<file path="src/rtl/brick_pkg.sv">
// Shared widths, descriptor layout, FSM states and default erase colour for the brick scan controller.
package brick_pkg;
  localparam int X_W     = 8;
  localparam int Y_W     = 7;
  localparam int W_W     = 4;
  localparam int H_W     = 3;
  localparam int DESC_W  = X_W + Y_W + W_W + H_W;
  localparam int COLOR_W = 3;
  localparam logic [COLOR_W-1:0] ERASE_COLOR_DEF = 3'b000;

  typedef struct packed {
    logic [X_W-1:0] x;
    logic [Y_W-1:0] y;
    logic [W_W-1:0] w;
    logic [H_W-1:0] h;
  } brick_t;

  typedef enum logic [3:0] {
    S_IDLE, S_FETCH, S_WAIT, S_CHECK, S_ERASE, S_DONE, S_PFETCH, S_PWAIT, S_PAINT
  } state_t;

  function automatic brick_t unpack_brick(input logic [DESC_W-1:0] d);
    brick_t b;
    b.x = d[21:14];
    b.y = d[13:7];
    b.w = d[6:3];
    b.h = d[2:0];
    return b;
  endfunction
endpackage

</file>
<file path="src/rtl/brick_scan_ctrl_rect_painter.sv">
// Rectangle rasteriser: walks (w+1)*(h+1) pixels column-fastest over a req/ack plot port, pulses done.
module rect_painter
  import brick_pkg::*;
#(
  parameter logic [COLOR_W-1:0] RESET_COLOR = ERASE_COLOR_DEF
) (
  input  logic               clock,
  input  logic               reset,
  input  logic               start,
  input  logic [X_W-1:0]     x,
  input  logic [Y_W-1:0]     y,
  input  logic [W_W-1:0]     w,
  input  logic [H_W-1:0]     h,
  input  logic [COLOR_W-1:0] color,
  input  logic               draw_ack,
  output logic               draw_req,
  output logic [X_W-1:0]     draw_x,
  output logic [Y_W-1:0]     draw_y,
  output logic [COLOR_W-1:0] draw_color,
  output logic               done
);
  logic               active_q, active_d;
  brick_t             rect_q, rect_d;
  logic [W_W-1:0]     wc_q, wc_d;
  logic [H_W-1:0]     hc_q, hc_d;
  logic [COLOR_W-1:0] color_q, color_d;
  logic               done_q, done_d;

  always_comb begin
    active_d = active_q;
    rect_d   = rect_q;
    wc_d     = wc_q;
    hc_d     = hc_q;
    color_d  = color_q;
    done_d   = 1'b0;
    if (start) begin
      active_d = 1'b1;
      rect_d   = {x, y, w, h};
      wc_d     = '0;
      hc_d     = '0;
      color_d  = color;
    end else if (active_q && draw_ack) begin
      if (wc_q == rect_q.w) begin
        wc_d = '0;
        if (hc_q == rect_q.h) begin
          active_d = 1'b0;
          done_d   = 1'b1;
        end else begin
          hc_d = hc_q + 1'b1;
        end
      end else begin
        wc_d = wc_q + 1'b1;
      end
    end
  end

  always_ff @(posedge clock) begin
    if (reset) begin
      active_q <= 1'b0;
      rect_q   <= '0;
      wc_q     <= '0;
      hc_q     <= '0;
      color_q  <= RESET_COLOR;
      done_q   <= 1'b0;
    end else begin
      active_q <= active_d;
      rect_q   <= rect_d;
      wc_q     <= wc_d;
      hc_q     <= hc_d;
      color_q  <= color_d;
      done_q   <= done_d;
    end
  end

  // Coordinates come straight from flops, so they hold steady while the port stalls.
  assign draw_req   = active_q;
  assign draw_x     = rect_q.x + {{(X_W-W_W){1'b0}}, wc_q};
  assign draw_y     = rect_q.y + {{(Y_W-H_W){1'b0}}, hc_q};
  assign draw_color = color_q;
  assign done       = done_q;
endmodule

</file>
<file path="src/rtl/brick_scan_ctrl.sv">
// Per-frame brick collision scheduler: scans descriptors, retires the first hit brick, erases it, pulses bounces.
// Optional INIT_PAINT_EN: paint the whole field after reset before accepting scans.
module brick_scan_ctrl
  import brick_pkg::*;
#(
  parameter int                 NUM_BRICKS  = 40,
  parameter int                 ADDR_W      = 6,
  parameter logic [COLOR_W-1:0] ERASE_COLOR = ERASE_COLOR_DEF
) (
  input  logic               clock,
  input  logic               reset,
  input  logic               frame_tick,
  input  logic [X_W-1:0]     ball_x,
  input  logic [Y_W-1:0]     ball_y,
  input  logic [2:0]         vx,
  input  logic [2:0]         vy,
  output logic [ADDR_W-1:0]  rd_addr,
  input  logic [DESC_W-1:0]  rd_data,
  output logic               draw_req,
  output logic [X_W-1:0]     draw_x,
  output logic [Y_W-1:0]     draw_y,
  output logic [COLOR_W-1:0] draw_color,
  input  logic               draw_ack,
  output logic               bounce_x,
  output logic               bounce_y,
  output logic               busy,
  output logic [5:0]         bricks_left,
  output logic               all_clear
);
  localparam logic [ADDR_W-1:0] LAST_ADDR = ADDR_W'(NUM_BRICKS - 1);
`ifdef INIT_PAINT_EN
  localparam state_t RST_STATE = S_PFETCH;
`else
  localparam state_t RST_STATE = S_IDLE;
`endif

  state_t                state_q, state_d;
  logic [ADDR_W-1:0]     addr_q, addr_d;
  logic [NUM_BRICKS-1:0] alive_q, alive_d;
  logic [5:0]            left_q, left_d;
  logic                  pend_q, pend_d;
  logic [X_W-1:0]        bx_q, bx_d, nx_q, nx_d;
  logic [Y_W-1:0]        by_q, by_d, ny_q, ny_d;
  logic                  oob_q, oob_d;
  logic                  found_q, found_d;
  brick_t                hrect_q, hrect_d;
  logic                  hbx_q, hbx_d, hby_q, hby_d;

  logic                  paint_start, paint_done;
  brick_t                paint_rect;
  logic [COLOR_W-1:0]    paint_color;
  brick_t                desc;
  logic [9:0]            nx_u, ny_u;
  logic [8:0]            x_lo, x_hi, y_lo, y_hi, nx9, ny9, bx9, by9;
  logic                  hit, cur_in_x, cur_in_y;

  // Negative results wrap to >= 512 in 10 bits, so one upper-bound test catches both edges.
  assign nx_u = vx[2] ? ({2'b00, ball_x} - {8'b0, vx[1:0]}) : ({2'b00, ball_x} + {8'b0, vx[1:0]});
  assign ny_u = vy[2] ? ({3'b000, ball_y} - {8'b0, vy[1:0]}) : ({3'b000, ball_y} + {8'b0, vy[1:0]});

  assign desc     = unpack_brick(rd_data);
  assign x_lo     = {1'b0, desc.x};
  assign x_hi     = x_lo + {5'b0, desc.w};
  assign y_lo     = {2'b0, desc.y};
  assign y_hi     = y_lo + {6'b0, desc.h};
  assign nx9      = {1'b0, nx_q};
  assign ny9      = {2'b0, ny_q};
  assign bx9      = {1'b0, bx_q};
  assign by9      = {2'b0, by_q};
  assign hit      = alive_q[addr_q] && !oob_q && (nx9 >= x_lo) && (nx9 <= x_hi) &&
                    (ny9 >= y_lo) && (ny9 <= y_hi);
  assign cur_in_x = (bx9 >= x_lo) && (bx9 <= x_hi);
  assign cur_in_y = (by9 >= y_lo) && (by9 <= y_hi);

  always_comb begin
    state_d     = state_q;
    addr_d      = addr_q;
    alive_d     = alive_q;
    left_d      = left_q;
    pend_d      = pend_q;
    bx_d        = bx_q;
    by_d        = by_q;
    nx_d        = nx_q;
    ny_d        = ny_q;
    oob_d       = oob_q;
    found_d     = found_q;
    hrect_d     = hrect_q;
    hbx_d       = hbx_q;
    hby_d       = hby_q;
    paint_start = 1'b0;
    paint_rect  = hrect_q;
    paint_color = ERASE_COLOR;
    if (state_q != S_IDLE && frame_tick) pend_d = 1'b1;
    case (state_q)
      S_IDLE: begin
        if (left_q == 6'd0) begin
          pend_d = 1'b0;
        end else if (frame_tick || pend_q) begin
          pend_d  = 1'b0;
          state_d = S_FETCH;
          addr_d  = '0;
          found_d = 1'b0;
          hbx_d   = 1'b0;
          hby_d   = 1'b0;
          bx_d    = ball_x;
          by_d    = ball_y;
          nx_d    = nx_u[X_W-1:0];
          ny_d    = ny_u[Y_W-1:0];
          oob_d   = (nx_u > 10'd255) || (ny_u > 10'd127);
        end
      end
      S_FETCH: state_d = S_WAIT;
      S_WAIT:  state_d = S_CHECK;
      S_CHECK: begin
        if (hit && !found_q) begin
          found_d         = 1'b1;
          alive_d[addr_q] = 1'b0;
          left_d          = left_q - 6'd1;
          hrect_d         = desc;
          hbx_d           = !cur_in_x;
          hby_d           = cur_in_x || !cur_in_y;
        end
        if (addr_q == LAST_ADDR) begin
          if (found_d) begin
            state_d     = S_ERASE;
            paint_start = 1'b1;
            paint_rect  = hrect_d;
          end else begin
            state_d = S_DONE;
          end
        end else begin
          addr_d  = addr_q + ADDR_W'(1);
          state_d = S_FETCH;
        end
      end
      S_ERASE: if (paint_done) state_d = S_DONE;
      S_DONE:  state_d = S_IDLE;
`ifdef INIT_PAINT_EN
      S_PFETCH: state_d = S_PWAIT;
      S_PWAIT: begin
        paint_start = 1'b1;
        paint_rect  = desc;
        paint_color = addr_q[2:0] | 3'b001;
        state_d     = S_PAINT;
      end
      S_PAINT: begin
        if (paint_done) begin
          if (addr_q == LAST_ADDR) begin
            addr_d  = '0;
            state_d = S_IDLE;
          end else begin
            addr_d  = addr_q + ADDR_W'(1);
            state_d = S_PFETCH;
          end
        end
      end
`endif
      default: state_d = S_IDLE;
    endcase
  end

  always_ff @(posedge clock) begin
    if (reset) begin
      state_q <= RST_STATE;
      addr_q  <= '0;
      alive_q <= '1;
      left_q  <= 6'(NUM_BRICKS);
      pend_q  <= 1'b0;
      bx_q    <= '0;
      by_q    <= '0;
      nx_q    <= '0;
      ny_q    <= '0;
      oob_q   <= 1'b0;
      found_q <= 1'b0;
      hrect_q <= '0;
      hbx_q   <= 1'b0;
      hby_q   <= 1'b0;
    end else begin
      state_q <= state_d;
      addr_q  <= addr_d;
      alive_q <= alive_d;
      left_q  <= left_d;
      pend_q  <= pend_d;
      bx_q    <= bx_d;
      by_q    <= by_d;
      nx_q    <= nx_d;
      ny_q    <= ny_d;
      oob_q   <= oob_d;
      found_q <= found_d;
      hrect_q <= hrect_d;
      hbx_q   <= hbx_d;
      hby_q   <= hby_d;
    end
  end

  rect_painter #(.RESET_COLOR(ERASE_COLOR)) u_painter (
    .clock      (clock),
    .reset      (reset),
    .start      (paint_start),
    .x          (paint_rect.x),
    .y          (paint_rect.y),
    .w          (paint_rect.w),
    .h          (paint_rect.h),
    .color      (paint_color),
    .draw_ack   (draw_ack),
    .draw_req   (draw_req),
    .draw_x     (draw_x),
    .draw_y     (draw_y),
    .draw_color (draw_color),
    .done       (paint_done)
  );

  assign rd_addr     = addr_q;
  assign busy        = (state_q != S_IDLE);
  assign bounce_x    = (state_q == S_DONE) && hbx_q;
  assign bounce_y    = (state_q == S_DONE) && hby_q;
  assign bricks_left = left_q;
  assign all_clear   = (left_q == 6'd0);
endmodule
</file>
<file path="config.mk">
export PLATFORM = sky130hd
export DESIGN_NAME = brick_scan_ctrl
export DESIGN_NICKNAME = d
export VERILOG_FILES = /design/src/rtl/brick_pkg.sv /design/src/rtl/brick_scan_ctrl_rect_painter.sv /design/src/rtl/brick_scan_ctrl.sv
export SDC_FILE = /design/constraint.sdc
export NUM_CORES = 1
export LEC_CHECK = 0
export BUFFER_PORTS_ARGS = -buffer_cell sky130_fd_sc_hd__buf_2
export CAP_MARGIN = 5
export CORE_MARGIN = 2
export CORE_UTILIZATION = 30
export CTS_CLUSTER_DIAMETER = 100
export DETAILED_ROUTE_END_ITERATION = 8
export PLACE_DENSITY_LB_ADDON = 0.2
export SYNTH_ARGS = -nofsm -noshare
export SYNTH_HDL_FRONTEND = slang
export SYNTH_HIERARCHICAL = 1
export SYNTH_SLANG_ARGS = --single-unit
export TNS_END_PERCENT = 100
</file>
<file path="constraint.sdc">
create_clock -name clock -period 6.4 [get_ports clock]
set_clock_uncertainty 0.15 [all_clocks]
set_input_delay 0.64 -clock clock [delete_from_list [all_inputs] [get_ports clock]]
set_output_delay 0.64 -clock clock [all_outputs]
set_load 0.005 [all_outputs]
</file>
# Yosys cells after proc, flatten, opt, wreduce, memory -nomap -nowiden
# Cells that the tools add are included.
classes:
  bitwise_logic: 6
  mul: 0
  div_mod_pow: 0
  reduce_logical: 37
  mux: 42
  n_shift: 0
  add_sub_neg: 12
  eq_ne: 13
  n_lt_le_gt_ge: 12
op_table:
  columns: ["operator", "n"]
  rows:
  - ["$mux 22", 4]
  - ["$and 40x40->40", 1]
  - ["$not 40->40", 1]
  - ["$mux 1", 21]
  - ["$mux 10", 2]
  - ["$mux 4", 5]
  - ["$pmux 4 s5", 1]
  - ["$le 8x9->1", 2]
  - ["$mux 6", 3]
  - ["$ge 8x8->1", 2]
  - ["$le 7x8->1", 2]
  - ["$reduce_and 3->1", 5]
  - ["$ge 7x7->1", 2]
  - ["$logic_and 1x1->1", 13]
  - ["$pmux 6 s2", 1]
  - ["$gt 10x7->1 const B", 1]
  - ["$gt 10x8->1 const B", 1]
  - ["$add 8x2->9", 1]
  - ["$add 8x4->9", 1]
  - ["$sub 8x2->9", 1]
  - ["$add 7x2->8", 1]
  - ["$add 7x3->8", 1]
  - ["$add 8x4->8", 1]
  - ["$eq 4x2->1 const B", 2]
  - ["29 further kinds", 47]
word_totals:
  mem_bits_ro: 0
  reg_bits: 144
  ramBits: 0
  n_memories: 0
  latch_bits: 0

# Longest topological paths before layout
# Gate-level depths: netlist (run 1).
depth:
  word_depth: 15
  depth_mapped: 19
  mapped_depth_nobuf: 18

# Modules after synthesis
# Netlist (run 1), hierarchy kept.
modules_own_cells:
  columns: ["mod", "cells_each", "seq_area_each_um2", "area_per_inst_um2", "instances"]
  rows:
  - ["brick_scan_ctrl", 855, 2242.2, 7030.5, 1]
  - ["rect_painter", 185, 680.7, 1751.7, 1]

# Least setup slack after synthesis (run 1)
# No wires, ideal clock.
synth_path:
  path_kind: "input-to-reg"
  from: "input port rd_data[0]"
  to: "register u_painter/rect_q[3] (netlist bit)"
  arrival_time_ns: 4.035
  stages: 17
  n_path_buf: 1
  slack_ns: 2.100
  path_cell_list: "ha_1 > fa_1 > a21oi_1 > nor2_1 > xnor2_1 > ha_1 > and3_1 > o21ai_0 > a311oi_1 > nor3_1 > o211ai_4 > nor4_4 > nand2_1 > buf_2 > mux2_1 > mux2i_1 > nor2_1"
synth_rtl:
  columns: ["item", "line_no", "source"]
  rows:
  - ["start: declaration", "brick_scan_ctrl.sv:18", "input logic [DESC_W-1:0] rd_data,"]
  - ["end signal: assignment", "brick_scan_ctrl_rect_painter.sv:67", "rect_q <= rect_d;"]
  - ["end: declaration", "brick_scan_ctrl_rect_painter.sv:23", "brick_t rect_q, rect_d;"]

# Worst setup path in the final report (run 1)
layout_path:
  from: "input port rd_data[14]"
  to: "register u_painter.done_q, in the netlist u_painter/done"
layout_via:
  elab_chain_len: 12
  elab_cells_between_ends: 14
  classes_between: "add/sub: 1; order compare: 2; mux: 5; reduce/logical: 6"
layout_rtl:
  columns: ["item", "line_no", "source"]
  rows:
  - ["$add 8x4->9 or $ge 8x8->1 (tied branches)", "brick_scan_ctrl.sv:63, brick_scan_ctrl.sv:70", null]
  - ["$le 8x9->1 or $logic_and 1x1->1 (tied branches)", "brick_scan_ctrl.sv:70", "assign hit = alive_q[addr_q] && !oob_q && (nx9 >= x_lo) && (nx9 <= x_hi) &&"]
  - ["$logic_and 1x1->1 (*) (2 in series)", "brick_scan_ctrl.sv:70", null]
  - ["$logic_and 1x1->1 (*)", "brick_scan_ctrl.sv:71", "(ny9 >= y_lo) && (ny9 <= y_hi);"]
  - ["$logic_and 1x1->1 (*)", "brick_scan_ctrl.sv:115", "if (hit && !found_q) begin"]
  - ["$mux 1 (*)", "brick_scan_ctrl.sv:115", null]
  - ["$mux 1 (*)", "brick_scan_ctrl.sv:94", "case (state_q)"]
  - ["$mux 1 (*)", "brick_scan_ctrl.sv:124", "if (found_d) begin"]
  - ["$mux 1 (*)", "brick_scan_ctrl.sv:123", "if (addr_q == LAST_ADDR) begin"]
  - ["$mux 1 (*)", "brick_scan_ctrl.sv:94", null]
  - ["via paint_start", "brick_scan_ctrl.sv:49", "logic paint_start, paint_done;"]
  - ["$reduce_or 4->1 (no source line) (*)", null, null]
  - ["end signal: assignment", "brick_scan_ctrl_rect_painter.sv:71", "done_q <= done_d;"]
  - ["end: declaration", "brick_scan_ctrl_rect_painter.sv:27", "logic done_q, done_d;"]
# The timed path passes the listed nets; every way through them passes the cells marked *. The select of a mux whose other input is x is not followed.
# A chain may end at the register's enable or synchronous reset.

==> flow_metrics.py, run 1 <==
metrics = {
    "clocking": {
        "cts_resized": 0,
        "postCtsHoldBufs": 0,
        "clk_pin_slew_ns": 0.06,
        "cts_buffers": 17,
        "cts_sinks": 146,
        "htreeDepth": 4,
        "cts_tree": "done",
        "cts_root_buf": "clkbuf_16",
        "postCtsSetupBuffers": 0,
        "insertion_delay_ns": 0.43,
        "ctsLongestPathBuffers": 2,
    },
    "floorplanning": {
        "die-width_um": 175,
        "start_util": 0.305,
        "die_h_um": 175,
        "ios": 82,
        "die_area_mm2": 0.0307,
        "core_area_mm2": 0.0288,
        "num_rows": 62,
    },
    "synth": {
        "ys_seq_area_frac": 0.333,
        "syn_inst": 1040,
        "synth-async-reset-ratio": 0,
        "netlist_area_mm2": 0.00878,
        "ys_seq_elements": 146,
        "synthFlopType": "dfxtp_1",
        "synth-edff-count": 0,
        "syn_area_per_cell_um2": 8.44,
        "synth_cell_types": 75,
        "yosysWarnings": 6,
    },
    "drt": {
        "wl_per_cell_um": 15.6,
        "avgViaCountPerCell": 4.91,
        "vias": 7354,
        "drc": 0,
        "postRouteAntennaNets": 0,
        "first_pass_iters": 7,
        "wl_um": 23400,
        "drt_iter0_markers": 482,
    },
    "place": {
        "place.gp.congestion": 0.820,
        "placed_area_mm2": 0.00951,
        "dp_hpwl_um": 17400,
        "port-buffer-count": 81,
    },
    "global_routing": {
        "grt_use_total": 0.153,
        "grt_pass1_wl_um": 37600,
        "top_usage_layer": "met2",
        "met2_usage": 0.234,
        "met3_usage": 0.0228,
        "gr-total-overflow": 0,
        "grt_pass1_vias": 6989,
        "antenna_found_initial": 2,
        "grt_max_degree": 80,
        "use_met1": 0.224,
    },
    "finish": {
        "drive_above_1_share": 0.147,
        "diodes": 0,
        "syn2layout_area_growth_pct": 14.4,
        "final_cell_mix": "dfxtp_1 (146), nand2_1 (130), a21oi_1 (126)",
        "finish.net_count": 1243,
        "layout_commonest_cell": "dfxtp_1",
        "final_util": 0.349,
        "postLayoutCellArea_mm2": 0.0100,
    },
    "timing": {
        "timing.hold.ws_ns": 0.298,
        "tns_ns": 0,
        "rsz0062_at_grt": "false",
        "fin_crit_ns": 4.70,
        "hold_viol_final": 0,
        "tightestPinTransition_ns": 1.07,
        "maxSlewViolCount": 0,
        "timing.final.crit_share": 0.735,
        "setup_viol": 0,
        "maxSlewHeadroom": 0.279,
        "fmax_ghz": 0.213,
    },
    "setup_path": {
        "worstPathRequired_ns": 6.51,
        "worst-path-max-fanout": 15,
        "critPathCaptureType": "flip-flop",
        "cp-start-kind": "input pin",
        "path_class": "in2reg",
        "crit_arrival_ns": 4.82,
    },
    "power": {
        "peakVddDrop_mv": 0.166,
        "p_per_area_mw_per_mm2": 224,
        "power_mw": 2.25,
        "p_leak_nw": 4.18,
    },
    "outcome": {
        "run_status": "finished clean",
    },
    "run": {
        "drv_cap": 0,
    },
    "min_path": {
        "min_path_type": "reg2reg",
    },
}
==> final timing paths <==
| path | endpoint | cells past startpoint | startpoint | slack, ns |
|---|---|---|---|---|
| worst max register to register | u_painter/done | 11 | rd_addr[0] | 2.00 |
| worst min register to register | hrect_q[2] | 2 | hrect_q[2] | 0.30 |
| worst min-delay path | hrect_q[2] | 2 | hrect_q[2] | 0.30 |
| worst max-delay path | u_painter/done | 16 | rd_data[14] | 1.70 |
==> power by group <==
part	internal [mW]	switching, mW	leakage (nW)
Sequential	0.938	0.0320	1.18
Clock	0.497	0.419	0.256
Combinational	0.147	0.220	2.74
==> Yosys cell counts (all sizes together) (7+ instances only) <==
cell type	count	area (um^2)
xnor2	34	298
ha	86	1080
nor2b	10	62.6
nor3	17	90.1
clkbuf	31	126
xor2	10	87.6
o21ai	24	120
dfxtp	146	2920
a21oi	126	631
mux2i	37	370
a211oi	13	103
o211ai	9	81.3
nor4	8	65.1
and3	13	81.3
nand4	9	56.3
nand3	23	125
a21o	12	90.1
nand2b	7	43.8
fa	8	160
buf	17	104
inv	46	173
or3	10	63.8
mux2	23	259
nand2	130	488
nor2	113	424
==> flip-flops by register name (all words and copies together), names as in the netlist, 3 cells and up <==
signal and cells:
nx_q 8, bricks_left 6, u_painter/draw_color 3, u_painter/rect_q 22
by_q 7, alive_q 40, rd_addr 6, hrect_q 22
bx_q 8, u_painter/wc_q 4, ny_q 7, u_painter/hc_q 3
state_q 3
==> per-stage QoR <==
step,setup WS [ns],instances
after detailed placement,1.27,1467
after global routing,1.34,1499
after global placement,1.29,1467
after CTS,1.69,1499
final,1.70,1499
after floorplan,2.10,1042
==> kinds of logic after synthesis <==
group | after synthesis | synth area share
simple gates | 370 | 0.198
compound gates | 228 | 0.159
flops | 146 | 0.333
fa+ha+maj | 94 | 0.141
buf+inv | 94 | 0.0459
mux | 63 | 0.0794
xor+xnor | 44 | 0.0439
other cells | 1 | 0.000427
==> worst max-delay path, cell delays in order <==
cell	delay [ns]
buf_2	0.13
ha_1	0.21
fa_1	0.40
nand3_1	0.14
and2_1	0.18
xnor2_1	0.17
ha_1	0.28
and3_1	0.16
nand3_1	0.12
o31a_1	0.18
o21ai_0	0.10
a211oi_2	0.52
nor2_1	0.10
o211a_1	0.50
or2_1	0.44
nor4_1	0.52
==> layer usage <==
| metal | share of wire | wire length (um) |
|---|---|---|
| met1 | 0.52 | 12300 |
| met2 | 0.44 | 10200 |
| met3 | 0.030 | 696 |
| met4 | 0.0091 | 213 |
| met5 | 0.0010 | 24 |
==> layout make-up <==
| cell class | count | area, um^2 |
|---|---|---|
| fill | 3022 | 18700 |
| timing repair buffer | 89 | 468 |
| tap | 384 | 480 |
| clock inverter | 15 | 111 |
| multi-input combinational | 802 | 5470 |
| sequential | 146 | 2920 |
| inverter | 46 | 173 |
| clock buffer | 17 | 425 |
No activity file was read; power rests on OpenSTA's default activity.
==> inputs of run 2 (changes only) <==
- clock period: 6.4 -> 4 ns (I/O delays scaled with it)
==> flow_metrics.py, run 2 (synthesis gave the netlist of run 1 again) <==
metrics = {
    "power": {
        "peakVddDrop_mv": 0.196,
        "p_switching_mw": 1.13,
        "p_clk_frac": 0.419,
        "p_per_area_mw_per_mm2": 354,
        "seqPwrFrac": 0.407,
        "power_mw": 3.81,
        "netSwitchingFraction": 0.297,
        "pwr-share-comb": 0.174,
        "p_leak_nw": 4.56,
        "p_int_mw": 2.67,
    },
    "clocking": {
        "cts_root_buf": "clkbuf_16",
        "cts_sinks": 146,
        "cts_buffers": 17,
        "ctsLongestPathBuffers": 2,
        "cts_tree": "done",
        "htreeDepth": 4,
        "insertion_delay_ns": 0.43,
        "clk_pin_slew_ns": 0.07,
    },
    "timing": {
        "maxSlewHeadroom": 0.255,
        "timing.hold.ws_ns": 0.0905,
        "hold_viol_final": 0,
        "maxSlewViolCount": 0,
        "fin_crit_ns": 3.82,
        "setup_viol": 0,
        "fmax_ghz": 0.262,
        "timing.final.crit_share": 0.954,
        "tns_ns": 0,
        "setup_slack_ns": 0.183,
        "tightestPinTransition_ns": 1.11,
    },
    "setup_path": {
        "crit_chain": "buf_2 > ha_1 > fa_1 > nand3_1 > and2_1 > xnor2_1 > ha_1 > and3_1 > o21a_1 > o31a_1 > o21ai_1 > a211oi_2 > buf_12 > or4_4 > buf_4 > nor3_2 > buf_4 > a22oi_1",
        "crit_arrival_ns": 3.93,
        "worst-path-max-fanout": 8,
        "path_buf_inv": 4,
        "critPathCaptureType": "flip-flop",
        "path_class": "in2reg",
        "worstPathRequired_ns": 4.12,
        "slowest_delay_ns": 0.57,
        "path_delay_family": "simple AND/OR/NAND/NOR gates",
        "cp-start-kind": "input pin",
        "crit_slowest_cell": "or4_4",
    },
    "finish": {
        "finish.net_count": 1307,
        "final_util": 0.374,
        "layout_commonest_cell": "dfxtp_1",
        "diodes": 0,
        "final_cell_mix": "dfxtp_1 (146), nand2_1 (129), a21oi_1 (125)",
        "regMostFlops": "alive_q",
        "drive_above_1_share": 0.203,
        "top_regs": "alive_q x40, hrect_q x22, u_painter/rect_q x22",
        "instances_no_fill": 1563,
        "postLayoutCellArea_mm2": 0.0108,
        "fill_cells": 2998,
        "largest_reg_flops": 40,
        "syn2layout_area_growth_pct": 22.4,
    },
    "place": {
        "pre_cts_ws_ns": -0.587,
        "place.gp.congestion": 0.802,
        "port-buffer-count": 81,
        "dp_cells": 1526,
        "dp_hpwl_um": 18000,
        "placed_area_mm2": 0.0100,
    },
    "floorplanning": {
        "die_h_um": 175,
        "core_area_mm2": 0.0288,
        "die-width_um": 175,
        "start_util": 0.305,
        "num_rows": 62,
        "ios": 82,
        "die_area_mm2": 0.0307,
    },
    "global_routing": {
        "grt_pass1_wl_um": 38300,
        "gr-total-overflow": 0,
        "grt_use_total": 0.156,
        "antenna_found_initial": 0,
        "grt_pass1_vias": 7251,
        "grt_max_degree": 83,
    },
    "drt": {
        "drc": 0,
        "avgViaCountPerCell": 4.80,
        "drt_iter0_markers": 336,
        "wl_um": 23700,
        "first_pass_iters": 4,
        "vias": 7500,
        "postRouteAntennaNets": 0,
        "wl_per_cell_um": 15.2,
    },
    "outcome": {
        "run_status": "finished clean",
    },
    "min_path": {
        "min_path_type": "in2reg",
    },
    "run": {
        "drv_cap": 0,
    },
}
run 2: cell count changes in the layout (fill, tap and decap cells not counted), moves of 2 or more:
cell and delta:
clkinv_2 -3, clkinvlp_4 -2, clkinv_8 +2, o21ai_0 -2, clkbuf_16 +2, clkinv_4 -3
nor3_2 +2, inv_6 +4, buf_12 +6, nor3_1 -2, buf_4 +56
run 2: routing by layer:
layer	GRT usage	vias up	routed length, um
li1	-	3906	-
met1	0.220	3452	12100
met2	0.244	119	10500
met3	0.0265	23	699
met4	0.0469	0	389
met5	0	-	0
run 2: path summary, 6_finish.rpt:
check                   from                end  slack, ns  cells after the start
setup / recovery  rd_data[3]        alive_q[25]       0.18                     18
hold / removal     ball_y[0]            by_q[0]       0.09                      3
setup reg to reg  rd_addr[2]  u_painter/wc_q[3]       0.49                     11
hold reg to reg   hrect_q[5]         hrect_q[5]       0.30                      2
run 2: layout make-up:
| class | count | area [um^2] | area share |
|---|---|---|---|
| Tap cell | 384 | 480 | 0.0447 |
| Multi-Input combinational cell | 802 | 5530 | 0.514 |
| Inverter | 46 | 173 | 0.0161 |
| Clock buffer | 17 | 425 | 0.0396 |
| Sequential cell | 146 | 2920 | 0.272 |
| Clock inverter | 15 | 164 | 0.0152 |
| Timing Repair Buffer | 153 | 1060 | 0.0984 |
run 2: power by group through the flow:
| stage | sequential (mW) | clock [mW] | combinational [mW] |
|---|---|---|---|
| after global placement | 1.58 | 0 | 0.651 |
| after floorplan | 1.56 | 0 | 0.422 |
| after detailed placement | 1.58 | 0 | 0.658 |
| after CTS | 1.55 | 1.63 | 0.662 |
| final | 1.55 | 1.60 | 0.663 |
| after global routing | 1.56 | 1.69 | 0.761 |
run 2: worst min-delay path, stage by stage:
cell and delay, ns:
buf_2 0.12, nand2_1 0.05, a21oi_1 0.05
run 2: what timing repair did:
action / CTS / global route
gates cloned: 0 / 2
gates resized for setup: 2 / 12
endpoints found under the setup margin: 1 / 70
setup buffers: 0 / 3
hold buffers: 0 / 0
pin swaps: 0 / 9
